### config.mk
export PLATFORM = sky130hd
export DESIGN_NAME = sync_edge_filter
export DESIGN_NICKNAME = d
export VERILOG_FILES = /design/src/rtl/sync_pkg.sv /design/src/rtl/sync_bit_filter.sv /design/src/rtl/sync_edge_filter.sv
export SDC_FILE = /design/constraint.sdc
export NUM_CORES = 1
export LEC_CHECK = 0
export ABC_AREA = 1
export CORE_MARGIN = 1
export CORE_UTILIZATION = 51
export CTS_BUF_LIST = sky130_fd_sc_hd__clkbuf_2
export DETAILED_ROUTE_END_ITERATION = 7
export PLACE_DENSITY = 0.84
export SLEW_MARGIN = 20
export SYNTH_ARGS = -nofsm -noshare
export SYNTH_HDL_FRONTEND = slang
export SYNTH_SLANG_ARGS = --single-unit
### constraint.sdc
create_clock -name clk -period 1 [get_ports clk]
set_input_delay 0.1 -clock clk [delete_from_list [all_inputs] [get_ports clk]]
set_output_delay 0.1 -clock clk [all_outputs]
set_load 0.02 [all_outputs]
### src/rtl/sync_pkg.sv
// Shared constants and helpers for the sync_edge_filter block: legal parameter ranges
// and a constant-foldable clog2 used to size the per-bit stability counters.
package sync_pkg;

   localparam int unsigned SYNC_STAGES_MIN   = 2;
   localparam int unsigned SYNC_STAGES_MAX   = 8;
   localparam int unsigned FILTER_CYCLES_MAX = 255;

   // Ceiling log2, never less than 1 so a counter always has at least one bit.
   function automatic int unsigned clog2_min1(input int unsigned v);
      int unsigned r;
      r = 0;
      for (int unsigned i = 0; i < 32; i++) begin
         if ((64'd1 << i) < 64'(v)) r = i + 1;
      end
      return (r == 0) ? 1 : r;
   endfunction

   function automatic bit stages_legal(input int unsigned s);
      return (s >= SYNC_STAGES_MIN) && (s <= SYNC_STAGES_MAX);
   endfunction

   function automatic bit filter_legal(input int unsigned f);
      return f <= FILTER_CYCLES_MAX;
   endfunction

endpackage

### src/rtl/sync_bit_filter.sv
// One synchronised bit: flop chain, stability counter, filtered output level and
// registered rise/fall pulses. change_o is the pre-register pulse so the parent can align to it.
module sync_bit_filter
   import sync_pkg::*;
#(
   parameter int unsigned SyncStages   = 2,
   parameter int unsigned FilterCycles = 0,
   parameter logic        ResetVal     = 1'b0
) (
   input  logic clk_i,
   input  logic rst_i,
   input  logic data_i,
   output logic data_o,
   output logic rise_o,
   output logic fall_o,
   output logic change_o
);

   localparam int unsigned CntW   = clog2_min1(FilterCycles + 1);
   localparam int unsigned Thresh = (FilterCycles > 1) ? FilterCycles : 1;

   (* ASYNC_REG = "TRUE" *) logic [SyncStages-1:0] sync_q;

   logic [CntW-1:0] cnt_q, cnt_d;
   logic            data_q, data_d;
   logic            rise_q, rise_d;
   logic            fall_q, fall_d;
   logic            mismatch;
   logic            hit;

   always_ff @(posedge clk_i) begin
      if (rst_i) begin
         sync_q <= {SyncStages{ResetVal}};
         cnt_q  <= '0;
         data_q <= ResetVal;
         rise_q <= 1'b0;
         fall_q <= 1'b0;
      end else begin
         sync_q <= {sync_q[SyncStages-2:0], data_i};
         cnt_q  <= cnt_d;
         data_q <= data_d;
         rise_q <= rise_d;
         fall_q <= fall_d;
      end
   end

   assign mismatch = sync_q[SyncStages-1] != data_q;
   assign hit      = (32'(cnt_q) + 32'd1) >= Thresh;

   always_comb begin
      cnt_d  = cnt_q;
      data_d = data_q;
      rise_d = 1'b0;
      fall_d = 1'b0;
      if (mismatch) begin
         if (hit) begin
            data_d = ~data_q;
            cnt_d  = '0;
            rise_d = ~data_q;
            fall_d = data_q;
         end else begin
            cnt_d = cnt_q + CntW'(1);
         end
      end else begin
         // Any matching sample breaks the run, so short glitches never accumulate.
         cnt_d = '0;
      end
   end

   assign data_o   = data_q;
   assign rise_o   = rise_q;
   assign fall_o   = fall_q;
   assign change_o = rise_d | fall_d;

endmodule

### src/rtl/sync_edge_filter.sv
// Multi-bit synchroniser with optional per-bit glitch filter and registered edge pulses,
// for quasi-static asynchronous control/status bits (not binary buses).
module sync_edge_filter
   import sync_pkg::*;
#(
   parameter int unsigned          DATA_WIDTH    = 4,
   parameter int unsigned          SYNC_STAGES   = 2,
   parameter int unsigned          FILTER_CYCLES = 0,
   parameter logic [DATA_WIDTH-1:0] RESET_VAL    = '0
) (
   input  logic                  clk,
   input  logic                  rst,
   input  logic [DATA_WIDTH-1:0] i_data,
   output logic [DATA_WIDTH-1:0] o_data,
   output logic [DATA_WIDTH-1:0] o_rise,
   output logic [DATA_WIDTH-1:0] o_fall,
   output logic                  o_changed
);

   if (!stages_legal(SYNC_STAGES)) begin : g_bad_stages
      $error("sync_edge_filter: SYNC_STAGES must be within 2..8");
   end
   if (!filter_legal(FILTER_CYCLES)) begin : g_bad_filter
      $error("sync_edge_filter: FILTER_CYCLES must not exceed 255");
   end

   logic [DATA_WIDTH-1:0] change;
   logic                  changed_q;

   for (genvar i = 0; i < DATA_WIDTH; i++) begin : g_bit
      sync_bit_filter #(
         .SyncStages  (SYNC_STAGES),
         .FilterCycles(FILTER_CYCLES),
         .ResetVal    (RESET_VAL[i])
      ) u_bit (
         .clk_i   (clk),
         .rst_i   (rst),
         .data_i  (i_data[i]),
         .data_o  (o_data[i]),
         .rise_o  (o_rise[i]),
         .fall_o  (o_fall[i]),
         .change_o(change[i])
      );
   end

   // Registered from the per-bit next-state pulses so it lines up with o_rise/o_fall.
   always_ff @(posedge clk) begin
      if (rst) changed_q <= 1'b0;
      else     changed_q <= |change;
   end

   assign o_changed = changed_q;

endmodule

==> results.toml <==
[clock_tree]
clock_path_buffers = 2
clkLatencyLatePin_ns = 0.33
cts_root_buf = "clkbuf_2"
clk_pin_slew_ns = 0.19
cts_tree = "built"
cts.sinks = 21
numCtsBuffers = 3
cts_max_level = 1
holdBufCountCts = 0

[route]
drc = 0
ant_nets = 0
drtIter0Drc = 6
via_per_inst = 4.49
vias = 597
firstDrtPassIters = 4
wl_um = 1400
wire_per_inst_um = 10.5

[timing]
min_period_ns = 0.963
hold_ws_ns = 0.256
rsz0062_at_grt = "yes"
post-route-worst-setup-slack_ns = 0.0370
max_freq_mhz = 1040
worst_clock_skew_ns = 0.00166
tightest_slew_ns = 0.189
max_slew_margin = 0.873
final_max_slew_viol_count = 0
finalHoldViolCount = 0
setup_viol_count_final = 0
period_share = 0.963

[setup_path]
worst_ep_arrival_time_ns = 1.22
cp_max_fo = 3
r2r_start = "g_bit[0].u_bit.sync_q[1]"
cp-start-kind = "flip-flop"
crit_start = "g_bit[0].u_bit.sync_q[1]"
reg2reg_to = "o_changed"
path_class = "reg2reg"
critPathRequiredTime_ns = 1.25
end_kind = "flip-flop"
r2r_cells = 5
rrSetupSlack_ns = 0.04

[yosys]
syn_area_per_cell_um2 = 8.33
synth_warnings = 0
synth-seq-cells = 21
async_reset_ff_frac = 0
syn_nets = 118
yosysTopAreaCellShare = 0.486
synth.area.top_cells = "dfxtp_1 (49%), ha_1 (12%), nor2_1 (11%)"
ys_types = 9
synth-edff-count = 0
ys_seq_area_frac = 0.486
syn-instance-count = 104
post-synth-top-count-cell = "nor2_1"
synth_flop_cell = "dfxtp_1"
syn_area_um2 = 866
synthTopCellsByCount = "nor2_1 (26), inv_1 (24), dfxtp_1 (21)"
synth_area_leader_cell = "dfxtp_1"

[cells_and_area]
multi_input_area_um2 = 290
final_core_util = 0.674
seqCellArea_um2 = 437
antenna_cells = 0
area_growth_pct = 19.9
nFillCells = 124
nets = 132
design_area_um2 = 1040
drive_above_1_share = 0.350

[pwr]
peakVddDrop_mv = 1.06
p_sw_mw = 0.587
p_per_area_nw_per_um2 = 1780
clkPwrFrac = 0.188
combPwrFrac = 0.276
sequentialPowerShare = 0.536
p_leak_nw = 0.526
intPower_mw = 1.26
switching_share = 0.318

[status]
status = "completed"

[grt]
grt_usage = 0.168
grt_max_degree = 13
grt_busiest_layer = "met2"
grt_pass1_vias = 550
grt_overflow = 0
met2_usage = 0.301
use_met1 = 0.169
use_met3 = 0.0255
antenna_found_initial = 0
grt_first_pass_wirelength_um = 2240

[placed_design]
dp_slack_ns = -0.0701
io_buffers = 18
dp_hpwl_um = 969
placed_cell_area_um2 = 972
gp_congestion = 0.737

[floorplan]
die_x_um = 43.2
rows = 14
core_um2 = 1540
die_area_um2 = 1870
start_util = 0.562
ios = 19
die_height_um = 43.2

[hold_path]
min_path_cells = 3
hold_path.startpoint = "i_data[0]"
hp-class = "in2reg"
min_delay_worst_endpoint = "g_bit[0].u_bit.sync_q[0]"

[job]
maxCapViolCount = 0
-- sequential cells by signal (all words and copies together), names as in the netlist --
| signal | cells |
|---|---|
| g_bit.u_bit.sync_q | 8 |
| g_bit.u_bit.data_o | 4 |
| g_bit.u_bit.fall_o | 4 |
| g_bit.u_bit.rise_o | 4 |
| o_changed | 1 |
-- worst max-delay path, stage by stage, from the launching register on --
cell	delay, ns
dfxtp_2	0.38
inv_2	0.05
ha_4	0.27
nand2_2	0.05
nor2_2	0.10
nor2_1	0.04
-- stage by stage --
| step | setup TNS (ns) | power (mW) | instances |
|---|---|---|---|
| 3_5_place_dp | -0.259 | 1.44 | 127 |
| 3_3_place_gp | -0.0976 | 1.40 | 127 |
| 4_1_cts | -0.00484 | 1.80 | 131 |
| 6_report | 0 | 1.84 | 133 |
| 2_1_floorplan | 0 | 1.32 | 104 |
| 5_1_grt | -0.00490 | 1.95 | 133 |
-- cell usage in the layout (no fill, tap or decap), drive strengths merged --
| master | count |
|---|---|
| clkdlybuf4s50 | 5 |
| nor2 | 26 |
| ha | 8 |
| clkinv | 1 |
| clkbuf | 3 |
| buf | 18 |
| nand2 | 10 |
| inv | 25 |
| dfxtp | 21 |
-- final cells by class --
cell class / count / share of cell area
Tap cell: 16 / 0.0193
Clock inverter: 1 / 0.00482
Timing Repair Buffer: 23 / 0.171
Clock buffer: 3 / 0.0145
Multi-Input combinational cell: 44 / 0.280
Inverter: 25 / 0.0904
Sequential cell: 21 / 0.420
-- worst max-delay path by stage --
stage                      endpoint  slack (ns)
after floorplan           o_changed        0.07
after global placement    o_data[1]       -0.03
after detailed placement  o_data[0]       -0.07
after CTS                 o_data[0]      -0.005
after global routing      o_data[0]      -0.005
final                     o_changed        0.04
-- metal layers --
layer	vias to the layer above	wire length, µm
li1	302	-
met1	272	546
met2	18	749
met3	5	60
met4	0	46
met5	-	0
-- power by group through the flow --
stage | clock network [mW] | logic, mW | registers, mW
6_report | 0.347 | 0.508 | 0.989
5_1_grt | 0.389 | 0.564 | 1.00
4_1_cts | 0.361 | 0.460 | 0.977
3_5_place_dp | 0 | 0.465 | 0.975
3_3_place_gp | 0 | 0.439 | 0.965
2_1_floorplan | 0 | 0.341 | 0.975
-- logic make-up (layout without fill, tap and decap cells) --
kind of cell  after synthesis  after routing  synth area share
flops                      21             21             0.486
buf+inv                    39             52             0.243
fa+ha+maj                   8              8             0.116
simple gates               36             36             0.156
-- repair_timing --
| item | 4_1_cts | 5_1_grt |
|---|---|---|
| buffers inserted | 0 | 2 |
| gates cloned | 0 | 0 |
| gates resized for setup | 67 | 13 |
| pin swaps | 1 | 2 |
| endpoints found under the setup margin | 17 | 7 |
Power figures use the tool's default switching activity.
